## src/rtl/pc_sequencer_pkg.sv

```systemverilog
// Shared types and constants for the PC sequencer: FSM state encoding,
// default reset vector and sequential instruction stride.
package pc_seq_pkg;

    localparam int STATE_W = 3;

    typedef enum logic [STATE_W-1:0] {
        BOOT     = 3'd0,
        RUN      = 3'd1,
        STALL    = 3'd2,
        REDIRECT = 3'd3,
        HALT     = 3'd4
    } seq_state_e;

    localparam logic [31:0] PC_RESET_VECTOR = 32'h0000_0000;
    localparam int unsigned PC_INSTR_BYTES  = 4;

endpackage

```

## src/rtl/pc_sequencer_if.sv

```systemverilog
// Request/response bundle between hazard/branch logic, the PC register
// and the sequencer. The sequencer takes the slave side.
interface pc_sequencer_if;
    import pc_seq_pkg::*;

    logic [31:0]        cur_pc;
    logic               stall;
    logic               branch_taken;
    logic [31:0]        branch_target;
    logic               jump;
    logic [31:0]        jump_target;
    logic               halt;
    logic               resume;
    logic [31:0]        next_pc;
    logic               pc_we;
    logic               flush_ifid;
    logic               flush_idex;
    logic               fetch_valid;
    logic [STATE_W-1:0] seq_state;
    logic               wdog_err;

    modport slave (
        input  cur_pc, stall, branch_taken, branch_target, jump, jump_target,
               halt, resume,
        output next_pc, pc_we, flush_ifid, flush_idex, fetch_valid,
               seq_state, wdog_err
    );

    modport master (
        output cur_pc, stall, branch_taken, branch_target, jump, jump_target,
               halt, resume,
        input  next_pc, pc_we, flush_ifid, flush_idex, fetch_valid,
               seq_state, wdog_err
    );
endinterface

```

## src/rtl/pc_sequencer_next_mux.sv

```systemverilog
// Combinational priority selector for next_pc, pc_we and the flush pair.
// Holding means feeding cur_pc back, since the PC register has no enable.
module pc_next_mux
    import pc_seq_pkg::*;
#(
    parameter logic [31:0] RESET_VECTOR = PC_RESET_VECTOR,
    parameter int unsigned INSTR_BYTES  = PC_INSTR_BYTES
) (
    input  seq_state_e  state,
    input  logic [31:0] cur_pc,
    input  logic        branch_taken,
    input  logic [31:0] branch_target,
    input  logic        jump,
    input  logic [31:0] jump_target,
    input  logic        halt,
    input  logic        stall,
    output logic [31:0] next_pc,
    output logic        pc_we,
    output logic        flush_ifid,
    output logic        flush_idex
);

    always_comb begin
        next_pc    = cur_pc + 32'(INSTR_BYTES);
        pc_we      = 1'b1;
        flush_ifid = 1'b0;
        flush_idex = 1'b0;
        case (state)
            BOOT: begin
                next_pc    = RESET_VECTOR;
                flush_ifid = 1'b1;
                flush_idex = 1'b1;
            end
            RUN, STALL: begin
                // Branch resolves in EX (older) so it outranks a jump in ID.
                if (branch_taken) begin
                    next_pc    = branch_target;
                    flush_ifid = 1'b1;
                    flush_idex = 1'b1;
                end else if (jump) begin
                    next_pc    = jump_target;
                    flush_ifid = 1'b1;
                end else if (halt || stall) begin
                    next_pc = cur_pc;
                    pc_we   = 1'b0;
                end
            end
            REDIRECT: begin
                if (branch_taken) begin
                    next_pc    = branch_target;
                    flush_ifid = 1'b1;
                    flush_idex = 1'b1;
                end
            end
            HALT: begin
                next_pc = cur_pc;
                pc_we   = 1'b0;
            end
            default: ;
        endcase
    end

endmodule

```

## src/rtl/pc_sequencer.sv

```systemverilog
// PC sequencer top: FSM, boot/bubble counters and next-PC selection.
// Optional stall watchdog enabled by defining PC_SEQ_WATCHDOG_EN.
module pc_sequencer
    import pc_seq_pkg::*;
#(
    parameter logic [31:0] RESET_VECTOR     = PC_RESET_VECTOR,
    parameter int unsigned INSTR_BYTES      = PC_INSTR_BYTES,
    parameter int unsigned BOOT_CYCLES      = 2,
    parameter int unsigned REDIRECT_BUBBLES = 1
`ifdef PC_SEQ_WATCHDOG_EN
    ,
    parameter int unsigned WDOG_LIMIT       = 16
`endif
) (
    input  logic           clk,
    input  logic           rst_n,
    pc_sequencer_if.slave  bus
);

    localparam logic [7:0] BOOT_LAST = 8'(BOOT_CYCLES - 1);
    localparam logic [7:0] BUB_LAST  = 8'(REDIRECT_BUBBLES - 1);

    seq_state_e state, state_nx;
    logic [7:0] boot_cnt, bub_cnt;
    logic       wdog_force;
    logic       stall_eff;

    assign stall_eff = bus.stall & ~wdog_force;

    always_ff @(posedge clk or negedge rst_n) begin
        if (!rst_n) begin
            state    <= BOOT;
            boot_cnt <= '0;
            bub_cnt  <= '0;
        end else begin
            state    <= state_nx;
            boot_cnt <= (state == BOOT) ? boot_cnt + 8'd1 : '0;
            // A branch during REDIRECT restarts the bubble window.
            bub_cnt  <= (state == REDIRECT && !bus.branch_taken) ? bub_cnt + 8'd1 : '0;
        end
    end

    always_comb begin
        state_nx = state;
        case (state)
            BOOT: if (boot_cnt == BOOT_LAST) state_nx = RUN;
            RUN, STALL: begin
                if (bus.branch_taken || bus.jump) begin
                    if (REDIRECT_BUBBLES > 0) state_nx = REDIRECT;
                    else                      state_nx = RUN;
                end else if (bus.halt) state_nx = HALT;
                else if (stall_eff)    state_nx = STALL;
                else                   state_nx = RUN;
            end
            REDIRECT: begin
                if (bus.branch_taken)        state_nx = REDIRECT;
                else if (bub_cnt == BUB_LAST) state_nx = RUN;
            end
            HALT: if (bus.resume) state_nx = RUN;
            default: state_nx = BOOT;
        endcase
    end

    always_comb begin
        bus.fetch_valid = (state == RUN) || (state == STALL);
        bus.seq_state   = state;
    end

    pc_next_mux #(
        .RESET_VECTOR (RESET_VECTOR),
        .INSTR_BYTES  (INSTR_BYTES)
    ) u_mux (
        .state         (state),
        .cur_pc        (bus.cur_pc),
        .branch_taken  (bus.branch_taken),
        .branch_target (bus.branch_target),
        .jump          (bus.jump),
        .jump_target   (bus.jump_target),
        .halt          (bus.halt),
        .stall         (stall_eff),
        .next_pc       (bus.next_pc),
        .pc_we         (bus.pc_we),
        .flush_ifid    (bus.flush_ifid),
        .flush_idex    (bus.flush_idex)
    );

`ifdef PC_SEQ_WATCHDOG_EN
    logic [15:0] wdog_cnt;
    logic        wdog_err_q;

    // Trips on the WDOG_LIMIT-th consecutive STALL cycle; that cycle advances.
    assign wdog_force = (state == STALL) && bus.stall &&
                        (wdog_cnt == 16'(WDOG_LIMIT - 1));

    always_ff @(posedge clk or negedge rst_n) begin
        if (!rst_n) begin
            wdog_cnt   <= '0;
            wdog_err_q <= 1'b0;
        end else begin
            wdog_cnt <= (state == STALL && state_nx == STALL) ? wdog_cnt + 16'd1 : '0;
            if (wdog_force) wdog_err_q <= 1'b1;
        end
    end

    assign bus.wdog_err = wdog_err_q | wdog_force;
`else
    assign wdog_force   = 1'b0;
    assign bus.wdog_err = 1'b0;
`endif

endmodule

```

## src/flat_wrapper.sv

```systemverilog
// flat-port wrapper written by rule: the top's interface ports become plain ports
module pc_sequencer_flat import pc_seq_pkg::*;
#(
    parameter logic [31:0] RESET_VECTOR     = PC_RESET_VECTOR,
    parameter int unsigned INSTR_BYTES      = PC_INSTR_BYTES,
    parameter int unsigned BOOT_CYCLES      = 2,
    parameter int unsigned REDIRECT_BUBBLES = 1

)
  (clk, rst_n, bus_cur_pc, bus_stall, bus_branch_taken, bus_branch_target, bus_jump, bus_jump_target, bus_halt, bus_resume, bus_next_pc, bus_pc_we, bus_flush_ifid, bus_flush_idex, bus_fetch_valid, bus_seq_state, bus_wdog_err);
  pc_sequencer_if bus_i ();
  input  logic clk;
  input  logic rst_n;
  input wire logic [$bits(bus_i.cur_pc)-1:0] bus_cur_pc;
  input wire logic [$bits(bus_i.stall)-1:0] bus_stall;
  input wire logic [$bits(bus_i.branch_taken)-1:0] bus_branch_taken;
  input wire logic [$bits(bus_i.branch_target)-1:0] bus_branch_target;
  input wire logic [$bits(bus_i.jump)-1:0] bus_jump;
  input wire logic [$bits(bus_i.jump_target)-1:0] bus_jump_target;
  input wire logic [$bits(bus_i.halt)-1:0] bus_halt;
  input wire logic [$bits(bus_i.resume)-1:0] bus_resume;
  output wire logic [$bits(bus_i.next_pc)-1:0] bus_next_pc;
  output wire logic [$bits(bus_i.pc_we)-1:0] bus_pc_we;
  output wire logic [$bits(bus_i.flush_ifid)-1:0] bus_flush_ifid;
  output wire logic [$bits(bus_i.flush_idex)-1:0] bus_flush_idex;
  output wire logic [$bits(bus_i.fetch_valid)-1:0] bus_fetch_valid;
  output wire logic [$bits(bus_i.seq_state)-1:0] bus_seq_state;
  output wire logic [$bits(bus_i.wdog_err)-1:0] bus_wdog_err;
  assign bus_i.cur_pc = bus_cur_pc;
  assign bus_i.stall = bus_stall;
  assign bus_i.branch_taken = bus_branch_taken;
  assign bus_i.branch_target = bus_branch_target;
  assign bus_i.jump = bus_jump;
  assign bus_i.jump_target = bus_jump_target;
  assign bus_i.halt = bus_halt;
  assign bus_i.resume = bus_resume;
  assign bus_next_pc = bus_i.next_pc;
  assign bus_pc_we = bus_i.pc_we;
  assign bus_flush_ifid = bus_i.flush_ifid;
  assign bus_flush_idex = bus_i.flush_idex;
  assign bus_fetch_valid = bus_i.fetch_valid;
  assign bus_seq_state = bus_i.seq_state;
  assign bus_wdog_err = bus_i.wdog_err;
  pc_sequencer #(.RESET_VECTOR(RESET_VECTOR), .INSTR_BYTES(INSTR_BYTES), .BOOT_CYCLES(BOOT_CYCLES), .REDIRECT_BUBBLES(REDIRECT_BUBBLES)) u_core (.clk(clk), .rst_n(rst_n), .bus(bus_i));
endmodule
```

## config.mk

```make
export PLATFORM = sky130hd
export DESIGN_NAME = pc_sequencer_flat
export DESIGN_NICKNAME = d
export VERILOG_FILES = /design/src/rtl/pc_sequencer_pkg.sv /design/src/rtl/pc_sequencer_if.sv /design/src/rtl/pc_sequencer_next_mux.sv /design/src/rtl/pc_sequencer.sv /design/src/flat_wrapper.sv
export SDC_FILE = /design/constraint.sdc
export NUM_CORES = 1
export LEC_CHECK = 0
export CAP_MARGIN = 20
export CORE_ASPECT_RATIO = 0.9
export CORE_MARGIN = 2
export CORE_UTILIZATION = 47
export CTS_CLUSTER_DIAMETER = 150
export DETAILED_ROUTE_END_ITERATION = 16
export GPL_TIMING_DRIVEN = 0
export PLACE_DENSITY = 0.95
export SYNTH_ARGS = -nofsm -noshare
export SYNTH_HDL_FRONTEND = slang
export SYNTH_SLANG_ARGS = --single-unit
```

## constraint.sdc

```tcl
create_clock -name clk -period 4.8 [get_ports clk]
set_clock_uncertainty 0.2 [all_clocks]
set_input_delay 1.2 -clock clk [delete_from_list [all_inputs] [get_ports clk]]
set_output_delay 1.2 -clock clk [all_outputs]
set_load 0.05 [all_outputs]
```

After elaboration in Yosys (flattened, before gate mapping) --
Cells that the tools add are included.
Storage, ports and cells: register bits 19, output and inout port bits 40, logic and storage cells 48
Cells by class: $add $sub $neg 3, equality and inequality tests 8, mux-type cells 24, reduce and logical (&&, ||, !) cells 10
Operators by type and width (number):
- $mux W32 | 4
- $pmux W32 S4 | 1
- $add A32 B3 Y32 const B | 1
- $mux W3 | 6
- $add A8 B1 Y8 const B | 2
- $mux W8 | 2
- $pmux W3 S4 | 1
- $eq A8 B1 Y1 const B | 1
- $logic_not A8 Y1 | 1
- $eq A3 B2 Y1 const B | 2
- $mux W1 | 6
- $ne A2 B2 Y1 const B | 2
- $pmux W1 S2 | 2
- $eq A3 B1 Y1 const B | 1
- $eq A3 B3 Y1 const B | 1
- $logic_not A3 Y1 | 1
- $logic_or A1 B1 Y1 | 3
- $ne A3 B3 Y1 const B | 1
- $pmux W1 S3 | 1
- $reduce_and A3 Y1 | 1
- $reduce_or A3 Y1 | 1
- $mux W2 | 1
- $reduce_or A2 Y1 | 1
- $logic_and A1 B1 Y1 | 1
- $logic_not A1 Y1 | 1

Depth between registers and ports, before layout --
Gate-level depths: netlist (run 1).
depth after elaboration 5, gate-level depth with buffers 7

Cells and area by module --
A second synthesis (run 1) with hierarchy kept.
Second synthesis, totals: cells, all modules 594, area, all modules 3813.7 um^2
Modules (own cells, without submodules):
- pc_next_mux | times used 1, cells an instance 493, area an instance 2851.5 um^2, sequential area each 0.0 um^2
- pc_sequencer | times used 1, cells an instance 101, area an instance 962.2 um^2, sequential area each 475.5 um^2

Least setup slack after synthesis (run 1) --
No wires, ideal clock.
path kind input to output, start point input port bus_cur_pc[2], end point output port bus_next_pc[26], data arrival time 3454 ps, setup slack -54 ps, stages on the path 7, path buffers 1, cells stage by stage ha_1 -> clkbuf_1 -> nand4_1 -> nor4_1 -> and3_1 -> o221ai_1 -> o21ai_0
Between the ends: longest elaborated chain between the ends 5
RTL lines:
- start: declaration | RTL line flat_wrapper.sv:14 | input wire logic [$bits(bus_i.cur_pc)-1:0] bus_cur_pc;
- $add A32 B3 Y32 * | RTL line pc_sequencer_next_mux.sv:24 | next_pc = cur_pc + 32'(INSTR_BYTES);
- $mux W32 | RTL line pc_sequencer_next_mux.sv:43 | end else if (halt || stall) begin
- $mux W32 | RTL line pc_sequencer_next_mux.sv:40 | end else if (jump) begin
- $mux W32 | RTL line pc_sequencer_next_mux.sv:36 | if (branch_taken) begin
- $pmux W32 S4 * | RTL line pc_sequencer_next_mux.sv:28 | case (state)
- end: declaration | RTL line flat_wrapper.sv:22 | output wire logic [$bits(bus_i.next_pc)-1:0] bus_next_pc;
Mark *: on every way between the ends. The rest lies on a longest branch, timed or not.

Final worst setup path (run 1) --
start point input port bus_halt, end point output port bus_next_pc[4]
Between the ends: longest elaborated chain between the ends 5
RTL lines:
- start: declaration | RTL line flat_wrapper.sv:20 | input wire logic [$bits(bus_i.halt)-1:0] bus_halt;
- $logic_or A1 B1 Y1 | RTL line pc_sequencer_next_mux.sv:43
- $mux W32 | RTL line pc_sequencer_next_mux.sv:43
- $mux W32 | RTL line pc_sequencer_next_mux.sv:40
- $mux W32 | RTL line pc_sequencer_next_mux.sv:36
- $pmux W32 S4 | RTL line pc_sequencer_next_mux.sv:28
No other way between the ends.

==> results of run 1 <==
synthesized netlist by cell type (all sizes together) (3+ instances only):
library cell,count,share of area [%]
clkbuf,29,3.4
a32oi,4,1.1
a221oi,5,1.4
or3,4,0.78
a31oi,3,0.59
buf,7,1.1
a211oi,3,0.71
nand2b,9,1.8
o311ai,6,1.6
inv,22,2.6
a222oi,11,3.5
o211ai,4,0.94
o21ai,38,6.0
or2,4,0.78
xor2,21,5.8
nor3,17,3.0
o221ai,4,1.1
nor2,63,7.4
a22oi,12,2.8
dfrtp,19,15
o22ai,9,1.8
a21oi,34,5.3
xnor2,14,3.8
nand4,13,3.2
nor4,9,2.0
and3,9,1.8
a2bb2oi,3,0.82
nand3,23,3.6
o31a,3,0.82
o31ai,6,1.4
ha,5,2.0
nand2,42,4.9
worst max path at each step:
stage,startpoint,to,slack (ns),cells past startpoint
2_1_floorplan,bus_cur_pc[2],bus_next_pc[28],0.01,7
3_3_place_gp,bus_cur_pc[2],bus_next_pc[22],-1.02,9
3_5_place_dp,bus_cur_pc[2],bus_next_pc[22],-1.02,9
4_1_cts,bus_cur_pc[7],bus_next_pc[23],0.002,8
5_1_grt,bus_jump,bus_next_pc[16],0.002,9
6_report,bus_halt,bus_next_pc[4],0.05,8
stage by stage:
stage	instances	worst slack, ns	total power, mW	instance area [um2]	hold WS [ns]
2_1_floorplan	482	0.0140	1.56	3190	0.274
3_3_place_gp	710	-1.02	2.25	4690	0.303
3_5_place_dp	710	-1.02	2.28	4690	0.327
4_1_cts	719	0.00218	2.29	4800	0.336
5_1_grt	719	0.00213	2.43	4830	0.354
6_report	719	0.0466	2.34	4830	0.335
logic make-up (layout without fill, tap and decap cells):
family | after synthesis | after routing | share of synthesized area [%]
AOI/OAI and AO/OA | 161 | 161 | 34.3
xor gates and xnor gates | 35 | 35 | 9.61
adders and majority gates | 6 | 6 | 2.28
buffers and inverters | 59 | 206 | 7.22
DFF | 19 | 19 | 14.9
muxes | 3 | 3 | 1.02
other | 1 | 1 | 0.118
and+or+nand+nor | 198 | 198 | 30.6
timing repair:
| item | CTS | global route |
|---|---|---|
| setup buffers | 7 | 0 |
| endpoints found under the setup margin | 35 | 29 |
| pin swaps | 4 | 1 |
| resized for setup | 182 | 45 |
| hold buffers | 0 | 0 |
layout make-up:
| type | instances | area [um2] | share of cell area, % |
|---|---|---|---|
| multi-input combinational | 404 | 2590 | 53.6 |
| timing repair buffer | 145 | 1350 | 27.9 |
| sequential | 19 | 475 | 9.83 |
| buffer | 34 | 173 | 3.57 |
| tap | 90 | 113 | 2.33 |
| inverter | 23 | 88.8 | 1.84 |
| clock buffer | 3 | 41.3 | 0.854 |
| clock inverter | 1 | 5.00 | 0.104 |
flip-flops by register name, summed over array words and instances, names as in the netlist:
| register | flops |
|---|---|
| u_core.bub_cnt | 8 |
| u_core.bus.seq_state | 3 |
| u_core.boot_cnt | 8 |
layer usage:
layer	vias up	part of all wire, %	GRT usage [%]
li1	2102	-	-
met1	2195	36	45.0
met2	435	45	61.2
met3	88	14	9.35
met4	0	4.7	16.2
met5	-	0	0
worst max-delay path, cell delays in order:
cell             delay (ns)
clkdlybuf4s50_1        0.50
nor2_4                 0.26
clkbuf_4               0.27
nand2_1                0.08
xnor2_1                0.14
o221ai_1               0.13
a211oi_1               0.33
clkdlybuf4s15_2        0.43
power by group:
part / switching [mW] / internal (mW) / leakage [nW]
sequential: 0.0156 / 0.176 / 0.258
clock: 0.0580 / 0.0578 / 0.0255
combinational: 1.45 / 0.584 / 1.66
==> metrics.md, run 1 <==
| Metric | Value |
|---|---|
| Hold path cells | `1` |
| Fin util | `73.4%` |
| Syn Inst Count | `482` |
| Setup crit end kind | `primary output` |
| H-tree levels | `1` |
| Routed via count | `4820` |
| Die Span X | `90.8 um` |
| Worst-margin pin slew | `0.900 ns` |
| Die Y-Extent | `82.2 um` |
| Leak Pwr | `1.95 nW` |
| TritonCTS clock tree | `yes` |
| Vias in the first global route | `4362` |
| Die footprint | `0.00746 mm2` |
| DR DRC count | `0` |
| Unrepaired setup endpoints after global routing | `no` |
| Worst-path clk slew | `0.08 ns` |
| CTS root buffer | `clkbuf_8` |
| Setup slack, reg-to-reg | `2.13 ns` |
| Pwr dens | `484 mW/mm2` |
| Achievable Freq | `210 MHz` |
| Final setup vio count | `0` |
| Worst EP required | `3.40 ns` |
| Total CTS buffers | `3` |
| Synth Warn # | `0` |
| Routed length per instance | `20.2 um` |
| DRT iter0 DRCs | `685` |
| GRT Util Overall | `36.5%` |
| CP Launch Type | `primary input` |
| WL final | `14.5 mm` |
| First-pass GRT wire length | `21.9 mm` |
| Slew HR | `39.4%` |
| Critical path class | `primary input to primary output` |
| Vias per cell | `6.70` |
| Register area share after synthesis | `14.9%` |
| Placer Congestion | `1.01` |
| I/O pins | `143` |
| R2r endpoint | `u_core.bus.seq_state[1]$_DFFE_PN0P_` |
| Final period utilization | `99.0%` |
| Most frequent cells in the layout | `clkdlybuf4s50_1 (91), nor2_1 (58), nand2_1 (41)` |
| Fill count | `548` |
| Critical path peak fanout | `10` |
| Initial antenna violation count | `0` |
| Post-synth EDFFs | `0` |
| Rows | `28` |
| Port-buffer cells | `138` |
| CP arrival | `3.35 ns` |
| Hold endpoint | `u_core.bub_cnt[0]$_DFF_PN0_` |
| Hpwl dp | `10.9 mm` |
| Worst skew pair latency | `0.26 ns` |
| Primary FF master, synth | `dfrtp_1` |
| Share of cells above drive strength 1 | `14.1%` |
| FF-to-FF Start | `u_core.bus.seq_state[0]$_DFFE_PN0P_` |
| Cell variety after synth | `61` |
| Pin count of the biggest net entering global routing | `20` |
| Mean Syn Cell Area | `6.62 um2` |
| Post-route antenna net violation count | `0` |
| Overflow after GRT | `0` |
| Nets | `738` |
| HP Start | `u_core.bub_cnt[0]$_DFF_PN0_` |
| Core Box Area | `0.00659 mm2` |
| Ys async rst share | `100%` |
| Status | `finished, final reports clean` |
| Cell area after synthesis | `0.00319 mm2` |
| Final hold vios | `0` |
| Initial Utilization | `48.4%` |
| Setup TNS | `0 ns` |
| Worst Hold Class | `flip-flop to flip-flop` |
| DRT Pass-1 Iters | `7` |
| #FFs+latches synth | `19` |
| Area growth syn-to-layout | `51.6%` |
| Maximum VDD drop | `0.000411 V` |
| Max Slew Vio Count | `0` |
| Maxcap violations | `0` |
| Fin crit period | `4.75 ns` |
| # diodes | `0` |
| R2r worst-path depth | `7` |
| Commonest non-fill, non-tap cell in the layout | `clkdlybuf4s50_1` |
| Sinks on the clock net | `19` |
| Clock Tree Buf Depth | `2` |
| Post-Syn Nets | `590` |
Note: power is estimated with default switching activity, not from simulation.
==> inputs of run 2 (changes only) <==
--- a/config.mk
+++ b/config.mk
@@ -5,14 +5,15 @@
 export SDC_FILE = /design/constraint.sdc
 export NUM_CORES = 1
 export LEC_CHECK = 0
-export CAP_MARGIN = 20
+export CELL_PAD_IN_SITES_DETAIL_PLACEMENT = 1
+export CELL_PAD_IN_SITES_GLOBAL_PLACEMENT = 1
 export CORE_ASPECT_RATIO = 0.9
 export CORE_MARGIN = 2
-export CORE_UTILIZATION = 47
+export CORE_UTILIZATION = 31
 export CTS_CLUSTER_DIAMETER = 150
 export DETAILED_ROUTE_END_ITERATION = 16
 export GPL_TIMING_DRIVEN = 0
-export PLACE_DENSITY = 0.95
+export PLACE_DENSITY = 0.94
 export SYNTH_ARGS = -nofsm -noshare
 export SYNTH_HDL_FRONTEND = slang
 export SYNTH_SLANG_ARGS = --single-unit
==> run 2 against run 1 <==
  * Via count hardly changed
  * Utilization shrank 25 points
  * Sequential power about the same
  * Total power up 3.9%
  * Clock power up 53%
  * Wire length up 19%
  * Setup slack lost 0.036 ns
  * Sequential cell count is the same
  * Register-to-register slack better by 0.02 ns
  * Combinational power barely moved
  * Sequential share of layout area decreased by 0.18 points
  * Critical endpoint is now bus_next_pc[9]
  * First-iteration DRC count shrank 32%
==> metrics.md, run 2 (synthesis gave the netlist of run 1 again) <==
| Metric | Value |
|---|---|
| Status | `finished, final reports clean` |
| Share of cells above drive strength 1 | `15.1%` |
| GRT Util Overall | `29.2%` |
| Crit path cell chain | `clkdlybuf4s50_1, or2_2, clkbuf_1, nor3_2, xnor2_1, o21ai_0, nand3_1, clkdlybuf4s18_2` |
| Hpwl dp | `12.9 mm` |
| Worst-path clk slew | `0.05 ns` |
| R2r endpoint | `u_core.bus.seq_state[1]$_DFFE_PN0P_` |
| Worst-margin pin slew | `0.926 ns` |
| Port-buffer cells | `138` |
| Hold endpoint | `u_core.bub_cnt[0]$_DFF_PN0_` |
| Sinks on the clock net | `19` |
| CP arrival | `3.39 ns` |
| Maxcap violations | `0` |
| Routed via count | `4821` |
| Critical path class | `primary input to primary output` |
| TritonCTS clock tree | `yes` |
| Overflow after GRT | `0` |
| Worst Hold Class | `flip-flop to flip-flop` |
| Slew HR | `37.8%` |
| WL final | `17.2 mm` |
| Fill count | `1288` |
| I/O pins | `143` |
| H-tree levels | `1` |
| Leak Pwr | `2.00 nW` |
| Setup crit end kind | `primary output` |
| Pin count of the biggest net entering global routing | `20` |
| Die footprint | `0.0111 mm2` |
| Placer Congestion | `0.949` |
| Final period utilization | `99.8%` |
| Most frequent cells in the layout | `clkdlybuf4s50_1 (89), nor2_1 (57), nand2_1 (41)` |
| HP Start | `u_core.bub_cnt[0]$_DFF_PN0_` |
| Nets | `739` |
| Setup slack, reg-to-reg | `2.15 ns` |
| CTS root buffer | `clkbuf_16` |
| Routed length per instance | `22.7 um` |
| Core Box Area | `0.0101 mm2` |
| First-pass GRT wire length | `26.0 mm` |
| Critical path peak fanout | `10` |
| Total CTS buffers | `3` |
| Worst EP required | `3.40 ns` |
| DR DRC count | `0` |
| Worst Path Buf+Inv | `3` |
| Final Instance Area | `0.00492 mm2` |
| Die Span X | `111 um` |
| Achievable Freq | `209 MHz` |
| Die Y-Extent | `100 um` |
| Final hold vios | `0` |
| Vias in the first global route | `5010` |
| Top delay family on crit path | `buffers and inverters` |
| Initial antenna violation count | `1` |
| FF-to-FF Start | `u_core.bus.seq_state[0]$_DFFE_PN0P_` |
| Slowest cell on the critical path | `clkdlybuf4s50_1` |
| CP Launch Type | `primary input` |
| Commonest non-fill, non-tap cell in the layout | `clkdlybuf4s50_1` |
| Clock Tree Buf Depth | `2` |
| Register area | `475 um2` |
| Area of the multi-input gates | `0.00261 mm2` |
| Worst path max stage delay | `0.49 ns` |
| Final setup vio count | `0` |
| Hold Slack | `0.333 ns` |
| Fin crit period | `4.79 ns` |
| DRT Pass-1 Iters | `5` |
| Worst skew pair latency | `0.26 ns` |
| R2r worst-path depth | `7` |
| Maximum VDD drop | `0.000290 V` |
| Post-route antenna net violation count | `0` |
| Hold path cells | `1` |
| DRT iter0 DRCs | `464` |
| Area growth syn-to-layout | `54.4%` |
| Pwr dens | `494 mW/mm2` |
| Rows | `35` |
| Vias per cell | `6.34` |
| Max Slew Vio Count | `0` |
| Initial Utilization | `31.5%` |
| Dpl cell area | `0.00474 mm2` |
==> run 2: changes by cell type in the layout (fill, tap and decap cells not counted), sizes merged <==
cell,before,now
buf,31,39
clkdlybuf4s15,8,4
dlygate4sd2,13,9
clkdlybuf4s50,91,89
dlymetal6s2s,4,6
clkdlybuf4s18,0,1
clkinv,1,2
diode,0,1
inv,23,22
==> run 2: area by class of cell <==
class / count / share of cell area, %
inverters: 23 / 1.86
clock inverters: 1 / 0.102
diodes: 1 / 0.0508
plain buffers: 34 / 3.71
clock buffers: 3 / 1.52
well taps: 129 / 3.28
flip-flops and latches: 19 / 9.66
multi-input cells: 404 / 53.0
repair buffers: 146 / 26.8
==> run 2: how the worst max path moves through the flow <==
stage | startpoint | endpoint | slack (ns) | cells past startpoint
after floorplan | bus_cur_pc[2] | bus_next_pc[28] | 0.01 | 7
after global placement | bus_branch_taken | bus_next_pc[31] | -1.10 | 9
after detailed placement | bus_jump | bus_next_pc[17] | -1.16 | 8
after CTS | bus_branch_taken | bus_next_pc[8] | -0.005 | 9
after global routing | bus_halt | bus_next_pc[9] | -0.009 | 8
final | bus_halt | bus_next_pc[9] | 0.01 | 8
==> run 2: through the flow <==
stage                     total power [mW]  setup TNS, ns  worst slack (ns)  util (%)  std cells
after floorplan                       1.56              0            0.0140         -        482
after global placement                2.27         -29.37             -1.10      46.8        749
after detailed placement              2.32         -31.20             -1.16      46.8        749
after CTS                             2.40       -0.00540          -0.00540      48.4        757
after global routing                  2.53        -0.0142          -0.00854      48.7        760
final                                 2.43              0            0.0105      48.7        760
==> run 2: metal layers <==
| layer | routed length [um] | vias up | track usage [%] |
|---|---|---|---|
| li1 | - | 2107 | - |
| met1 | 6950 | 2313 | 37.4 |
| met2 | 7970 | 348 | 47.2 |
| met3 | 1750 | 53 | 6.10 |
| met4 | 553 | 0 | 14.3 |
| met5 | 0 | - | 0 |
==> run 2: what timing repair did <==
action | CTS | global route
setup endpoints to repair | 35 | 33
hold buffers | 0 | 0
pin swaps | 5 | 3
gates resized for setup | 204 | 50
endpoints found under the hold margin | 0 | 0
setup buffers | 6 | 2
==> run 2: power by group <==
| group | internal (mW) | leakage [nW] | switching [mW] |
|---|---|---|---|
| clock network | 0.112 | 0.0409 | 0.0649 |
| registers | 0.177 | 0.258 | 0.0180 |
| logic | 0.569 | 1.70 | 1.49 |
| total | 0.858 | 2.00 | 1.58 |
